--- src/rtl/spi_ctrl_master.sv ---
// spi_ctrl_master: SPI mode-1 controller issuing one rw/addr/data frame per start request.
// Define SPI_CTRL_MISO_SYNC_EN to add a 2-flop miso synchroniser with late-in-period sampling.
module spi_ctrl_master #(
   parameter int WIDTH      = 8,
   parameter int ADDR_WIDTH = 3,
   parameter int CLK_DIV    = 4
) (
   input  logic                  clk,
   input  logic                  rst,
   input  logic                  start,
   input  logic                  rw,
   input  logic [ADDR_WIDTH-1:0] addr,
   input  logic [WIDTH-1:0]      wdata,
   output logic                  busy,
   output logic                  done,
   output logic [WIDTH-1:0]      rdata,
   output logic                  spi_cs_n,
   output logic                  spi_clk,
   output logic                  spi_mosi,
   input  logic                  spi_miso
);

   localparam int FRAME_W = 8 + WIDTH;
`ifdef SPI_CTRL_MISO_SYNC_EN
   localparam int MIN_DIV = 3;
`else
   localparam int MIN_DIV = 2;
`endif
   localparam int DW = $clog2(CLK_DIV + 1);
   localparam int BW = $clog2(FRAME_W);
   localparam logic [DW-1:0] DIV_LAST = DW'(CLK_DIV - 1);
   localparam logic [DW-1:0] DIV_GAP  = DW'(CLK_DIV);
   localparam logic [BW-1:0] BIT_LAST = BW'(FRAME_W - 1);

   generate
      if (CLK_DIV < MIN_DIV) begin : g_bad_div
         $error("spi_ctrl_master: CLK_DIV below minimum for this build");
      end
      if (ADDR_WIDTH > 7 || ADDR_WIDTH < 1) begin : g_bad_addr
         $error("spi_ctrl_master: ADDR_WIDTH must be 1..7");
      end
      if (WIDTH < 2) begin : g_bad_width
         $error("spi_ctrl_master: WIDTH must be >= 2");
      end
   endgenerate

   typedef enum logic [2:0] {IDLE, CS_SETUP, SHIFT, CS_HOLD, CS_GAP} state_t;

   state_t              state;
   logic [DW-1:0]       div_cnt;
   logic [BW-1:0]       bit_cnt;
   logic [FRAME_W-1:0]  frame;
   logic [WIDTH-1:0]    shreg;
   logic                rw_q;
   logic                miso_bit;

`ifdef SPI_CTRL_MISO_SYNC_EN
   // Sample at the end of the low half so the 2-cycle synchroniser delay stays inside the bit period.
   localparam logic SAMPLE_PHASE = 1'b0;
   logic [1:0] miso_sync;

   always_ff @(posedge clk) begin
      if (rst) miso_sync <= '0;
      else     miso_sync <= {miso_sync[0], spi_miso};
   end
   assign miso_bit = miso_sync[1];
`else
   localparam logic SAMPLE_PHASE = 1'b1;
   assign miso_bit = spi_miso;
`endif

   always_ff @(posedge clk) begin
      if (rst) begin
         state    <= IDLE;
         div_cnt  <= '0;
         bit_cnt  <= '0;
         frame    <= '0;
         shreg    <= '0;
         rw_q     <= 1'b0;
         busy     <= 1'b0;
         done     <= 1'b0;
         rdata    <= '0;
         spi_cs_n <= 1'b1;
         spi_clk  <= 1'b0;
         spi_mosi <= 1'b0;
      end else begin
         done <= 1'b0;
         if (state == SHIFT && div_cnt == DIV_LAST && spi_clk == SAMPLE_PHASE)
            shreg <= {shreg[WIDTH-2:0], miso_bit};

         case (state)
            IDLE: begin
               div_cnt <= '0;
               // done gates accept so a start coinciding with the done pulse is dropped
               if (start && !done) begin
                  rw_q     <= rw;
                  frame    <= {rw, 7'(addr), wdata & {WIDTH{rw}}};
                  busy     <= 1'b1;
                  spi_cs_n <= 1'b0;
                  state    <= CS_SETUP;
               end
            end
            CS_SETUP: begin
               if (div_cnt == DIV_LAST) begin
                  div_cnt  <= '0;
                  spi_clk  <= 1'b1;
                  spi_mosi <= frame[FRAME_W-1];
                  frame    <= {frame[FRAME_W-2:0], 1'b0};
                  bit_cnt  <= BIT_LAST;
                  state    <= SHIFT;
               end else begin
                  div_cnt <= div_cnt + 1'b1;
               end
            end
            SHIFT: begin
               if (div_cnt == DIV_LAST) begin
                  div_cnt <= '0;
                  if (spi_clk) begin
                     spi_clk <= 1'b0;
                  end else if (bit_cnt == '0) begin
                     state <= CS_HOLD;
                  end else begin
                     bit_cnt  <= bit_cnt - 1'b1;
                     spi_clk  <= 1'b1;
                     spi_mosi <= frame[FRAME_W-1];
                     frame    <= {frame[FRAME_W-2:0], 1'b0};
                  end
               end else begin
                  div_cnt <= div_cnt + 1'b1;
               end
            end
            CS_HOLD: begin
               if (div_cnt == DIV_LAST) begin
                  div_cnt  <= '0;
                  spi_cs_n <= 1'b1;
                  spi_mosi <= 1'b0;
                  state    <= CS_GAP;
               end else begin
                  div_cnt <= div_cnt + 1'b1;
               end
            end
            CS_GAP: begin
               // Gap runs H+1 cycles so done lands 35*H+1 cycles after accept.
               if (div_cnt == DIV_GAP) begin
                  div_cnt <= '0;
                  done    <= 1'b1;
                  busy    <= 1'b0;
                  if (!rw_q) rdata <= shreg;
                  state   <= IDLE;
               end else begin
                  div_cnt <= div_cnt + 1'b1;
               end
            end
            default: state <= IDLE;
         endcase
      end
   end

endmodule

--- config.mk ---
export PLATFORM = sky130hd
export DESIGN_NAME = spi_ctrl_master
export DESIGN_NICKNAME = d
export VERILOG_FILES = /design/src/rtl/spi_ctrl_master.sv
export SDC_FILE = /design/constraint.sdc
export NUM_CORES = 1
export LEC_CHECK = 0
export ABC_AREA = 1
export BUFFER_PORTS_ARGS = -buffer_cell sky130_fd_sc_hd__buf_4
export CAP_MARGIN = 0
export CORE_ASPECT_RATIO = 0.7
export CORE_MARGIN = 2
export CORE_UTILIZATION = 51
export DETAILED_ROUTE_END_ITERATION = 8
export GPL_ROUTABILITY_DRIVEN = 0
export PLACE_DENSITY = 0.75
export REMOVE_ABC_BUFFERS = 1
export SYNTH_ARGS = -nofsm -noshare
export SYNTH_HDL_FRONTEND = slang
export SYNTH_SLANG_ARGS = --single-unit
--- constraint.sdc ---
create_clock -name clk -period 1.34 [get_ports clk]
set_clock_uncertainty 0.1 [all_clocks]
set_input_delay 0.134 -clock clk [delete_from_list [all_inputs] [get_ports clk]]
set_output_delay 0.134 -clock clk [all_outputs]
set_load 0.02 [all_outputs]
# Yosys cells after proc, flatten, opt, wreduce, memory -nomap -nowiden
# Index checks and enable logic that the tools add are counted.
[totals]
word_cells = 93
in_bits = 16
out_inout_bits = 13
reg_bits = 48
[op_classes]
reduce_logical = 23
muxes = 39
n_bitwise = 3
addsub = 2
eq_ne = 14
[op_table]
columns = ["operator", "n"]
rows = [
  ["two-way mux 16 bit", 5],
  ["case mux 16 bit (3 select lines)", 1],
  ["two-way mux 3 bit", 9],
  ["two-way mux 4 bit", 4],
  ["case mux 3 bit (5 select lines)", 1],
  ["two-way mux 1 bit", 13],
  ["!= test 2 bit (second input constant)", 6],
  ["AND reduction 3 bit", 4],
  ["AND reduction 6 bit", 2],
  ["equality test 3 x 2 -> 1 bit (second input constant)", 3],
  ["case mux 3 bit (3 select lines)", 1],
  ["nonzero test 3 bit", 3],
  ["AND 8 bit", 1],
  ["case mux 4 bit (2 select lines)", 1],
  ["AND reduction 7 bit", 1],
  ["equality test 3 bit (second input constant)", 2],
  ["case mux 1 bit (2 select lines)", 3],
  ["nonzero test 2 bit", 3],
  ["AND reduction 5 bit", 1],
  ["zero test 4 bit", 1],
  ["!= test 2 x 1 -> 1 bit (second input constant)", 2],
  ["subtractor 4 x 1 -> 4 bit (second input constant)", 1],
  ["adder 3 x 1 -> 3 bit (second input constant)", 1],
  ["equality test 3 x 1 -> 1 bit (second input constant)", 1],
  ["8 further kinds", 11],
]

# Longest topological paths before layout
[logic_depth]
ltp_word = 5
depth_mapped = 10
ltp_nobuf = 10

# Worst setup path after synthesis
# Ideal clock, no wire load.
[synth_timing]
path_kind = "reg-to-reg"
from = "register div_cnt[0]"
to = "register shreg[7]"
period_less_slack_ps = 1470
path_stages_with_launch = 7
setup_ps = 116
slack_ps = -130
required_time_ps = 1124
path_buffers = 0
t_arrival_ps = 1254
path_cell_list = "dfxtp_1 -> ha_1 -> nand2_1 -> nor2_1 -> inv_1 -> nor2_1 -> nor2_1"
[synth_via]
elab_chain_len = 3
[synth_rtl]
columns = ["element", "line_no", "text"]
rows = [
  ["start: declaration", "50", "logic [DW-1:0] div_cnt;"],
  ["start signal: assignment", "112", "div_cnt <= div_cnt + 1'b1;"],
  ["start signal: assignment", "129", "div_cnt <= div_cnt + 1'b1;"],
  ["start signal: assignment", "139", "div_cnt <= div_cnt + 1'b1;"],
  ["equality test 3 x 2 -> 1 bit", "88", "if (state == SHIFT && div_cnt == DIV_LAST && spi_clk == SAMPLE_PHASE)"],
  ["logical AND 1 bit (2 in series)", "88", ""],
  ["end signal: assignment", "89", "shreg <= {shreg[WIDTH-2:0], miso_bit};"],
  ["end: declaration", "53", "logic [WIDTH-1:0] shreg;"],
]
# Every way passes these cells.
# A chain may end at the register's enable or synchronous reset.

# Worst setup path after layout
[layout_timing]
from = "register state[0]"
to = "register rdata[4]"
[layout_via]
elab_chain_len = 2
[layout_rtl]
columns = ["element", "line_no", "text"]
rows = [
  ["start: declaration", "49", "state_t state;"],
  ["start signal: assignment", "74", "state <= IDLE;"],
  ["start signal: assignment", "100", "state <= CS_SETUP;"],
  ["start signal: assignment", "110", "state <= SHIFT;"],
  ["equality test 3 bit", "91", "case (state)"],
  ["AND reduction 3 bit (no line)", "--", ""],
  ["end signal: assignment", "148", "if (!rw_q) rdata <= shreg;"],
  ["end: declaration", "16", "output logic [WIDTH-1:0] rdata,"],
]
# Every way passes these cells.

==> flow_metrics.tcl <==
set metrics [dict create \
    endpoint_kind "flip-flop" \
    drive_above_1_share_pct 36.30 \
    dieHeight_um 59.35 \
    track_usage_pct 22.50 \
    yosys.area.top_type "dfxtp_1" \
    vias_per_cell 5.034 \
    insertion_delay_ps 300 \
    hold_viol 0 \
    syn-cell-area_sq_mm 0.002232 \
    max_freq_mhz 662.4 \
    fill_cells 310 \
    die-area_sq_mm 0.004930 \
    core_area_sq_mm 0.004279 \
    drc 0 \
    synth_area_leaders "dfxtp_1, nand2_1, nor2_1" \
    max_slew_margin_pct 79.07 \
    port_buffers 28 \
    hold_class "in2reg" \
    synth_edf_count 0 \
    tightestPinTransition_ps 313.6 \
    grt_pass1_vias 2008 \
    ir_drop_mv 1.019 \
    layout.nets 436 \
    cts-root-buf "clkbuf_8" \
    fin_setup_tns_ps -4151 \
    synth.avg_cell_area_sq_um 6.451 \
    antenna_cells 0 \
    synth.distinct_cells 20 \
    cts_buffers 5 \
    ys.flop_type "dfxtp_1" \
    io_pins 29 \
    cp.arrival_ps 1610 \
    hold_slack_ps 31.89 \
    rsz0062_at_grt "yes" \
    antenna_found_initial 0 \
    routed_wl_um 6230 \
    p_leak_nw 1.569 \
    synth-seq-area-share_pct 43.05 \
    synth_top_cell_area_share_pct 43.05 \
    async_flop_share_pct 0 \
    path_class "reg2reg" \
    maxCapViolCount 0 \
    grt_max_degree 24 \
    power_mw 6.776 \
    ys_warn_count 0 \
    syn_to_final_growth_pct 45.80 \
    setup_viol 40 \
    preCtsSetupSlack_ps -192.8 \
    drv_slew 0 \
    crit_required_ps 1440 \
    firstDrtPassIters 4 \
    clockBufferDepth 2 \
    clk_pin_slew_ps 80 \
    synth-seq-cells 48 \
    multi_input_area_sq_mm 0.001344 \
    syn_inst 346 \
    drt-initial-drc-count 161 \
    cp-start-kind "flip-flop" \
    htreeDepth 2 \
    power_density_mw_per_mm2 2082 \
    cts_tree "yes" \
    grt.overflow.total 0 \
    drt-wirelength-per-cell_um 13.23 \
    regArea_sq_um 980.9 \
    dr_total_vias 2371 \
    outcome "finished with violations" \
    drtAntennaViolNets 0 \
    initial_core_util_pct 52.16 \
    violations "setup timing" \
    clkSinkCount 48 \
    hpwlAfterDp_um 3398 \
    layout_setup_ws_ps -169.6 \
    die_w_um 83.07 \
    placement_rows 20 \
    fin_crit_sh_pct 112.7 \
    period_needed_ps 1510 \
    grt_pass1_wl_um 8859 \
    crit_fanout 5 \
]
[routing by layer]
| layer | routed length (um) | track usage (%) | vias to the layer above |
|---|---|---|---|
| li1 | - | - | 1206 |
| met4 | 112 | 7.963 | 0 |
| met5 | 0 | 0 | - |
| met1 | 2837 | 30.91 | 1093 |
| met2 | 2963 | 36.29 | 63 |
| met3 | 316 | 4.039 | 9 |
[critical path, cell delays in order (launching register included)]
cell     delay [ps]
dfxtp_4         380
nor2_4          190
inv_2            90
nor2_4          170
nand4_2         200
o21ai_0         220
nor2_1           50
[cell usage after synthesis (2+ instances only)]
master,number
nand2_1,98
nor2_1,86
dfxtp_1,48
inv_1,37
o21ai_0,25
nand3_1,12
a21oi_1,8
buf_2,5
ha_1,5
nor2_2,5
inv_2,4
a31oi_1,2
buf_1,2
clkbuf_1,2
nand4_1,2
[layout make-up]
type | instances | share of cell area (%)
clock buffers | 8 | 2.768
well taps | 55 | 2.115
flip-flops and latches | 48 | 30.14
multi-input cells | 249 | 41.29
inverters | 41 | 5.037
repair buffers | 70 | 18.65
[metrics by stage]
step,instance area (sq um),util (%),instances
2_1_floorplan,2192,-,337
3_3_place_gp,2694,62.95,448
6_report,3254,76.05,471
4_1_cts,3017,70.50,468
5_1_grt,3254,76.05,471
3_5_place_dp,2694,62.95,448
[worst paths after layout]
path	start	to	slack, ps	cells after the start
min	wdata[6]	frame[6]$_SDFFE_PP0P_	30	5
max reg2reg	state[0]$_SDFFE_PP0P_	rdata[4]$_SDFFE_PP0P_	-170	6
min reg2reg	spi_cs_n$_SDFFE_PP1P_	spi_cs_n$_SDFFE_PP1P_	370	2
max	state[0]$_SDFFE_PP0P_	rdata[4]$_SDFFE_PP0P_	-170	6
[registers in the layout (all words and copies together), names as in the netlist]
signal / count
spi_mosi: 1
done: 1
spi_clk: 1
state: 3
shreg: 8
div_cnt: 3
frame: 16
bit_cnt: 4
busy: 1
rw_q: 1
spi_cs_n: 1
rdata: 8
[report_power, final]
group | switching [mW] | total, mW | internal, mW
Combinational | 2.17 | 3.92 | 1.75
Clock | 0.467 | 0.889 | 0.422
Sequential | 0.191 | 1.97 | 1.77
Total | 2.83 | 6.78 | 3.95
[logic make-up after synthesis]
logic type      count (synthesis)  share of synthesized area (%)
simple gates                  207                          37.11
flops                          48                          43.05
buf+inv                        50                          8.688
compound gates                 36                          8.352
fa+ha+maj                       5                          2.803
[cells in the final DEF (no fill, tap or decap), types with 2 or more instances in the layout]
cell type / count
inv_2: 9
nor2_4: 5
a31oi_1: 2
a21oi_1: 7
nand2_4: 6
nor2_2: 9
nor2_1: 77
buf_6: 5
nand2_2: 22
clkbuf_8: 6
nand3_1: 5
nand2_1: 71
nand4_1: 2
o21ai_0: 8
nand3_2: 7
dlygate4sd3_1: 2
inv_1: 30
dfxtp_4: 5
o21ai_2: 3
dfxtp_1: 42
ha_4: 3
o21ai_1: 14
ha_1: 2
buf_4: 59
clkbuf_1: 2
[what timing repair did]
item                                    in CTS  in global routing
buffers inserted                             8                  2
endpoints found under the setup margin      43                 46
hold buffers                                 2                  0
resized for setup                           45                 70
endpoints found under the hold margin        7                  0
gates cloned                                 2                  2
pin swaps                                    6                 28
Power figures use the tool's default switching activity.
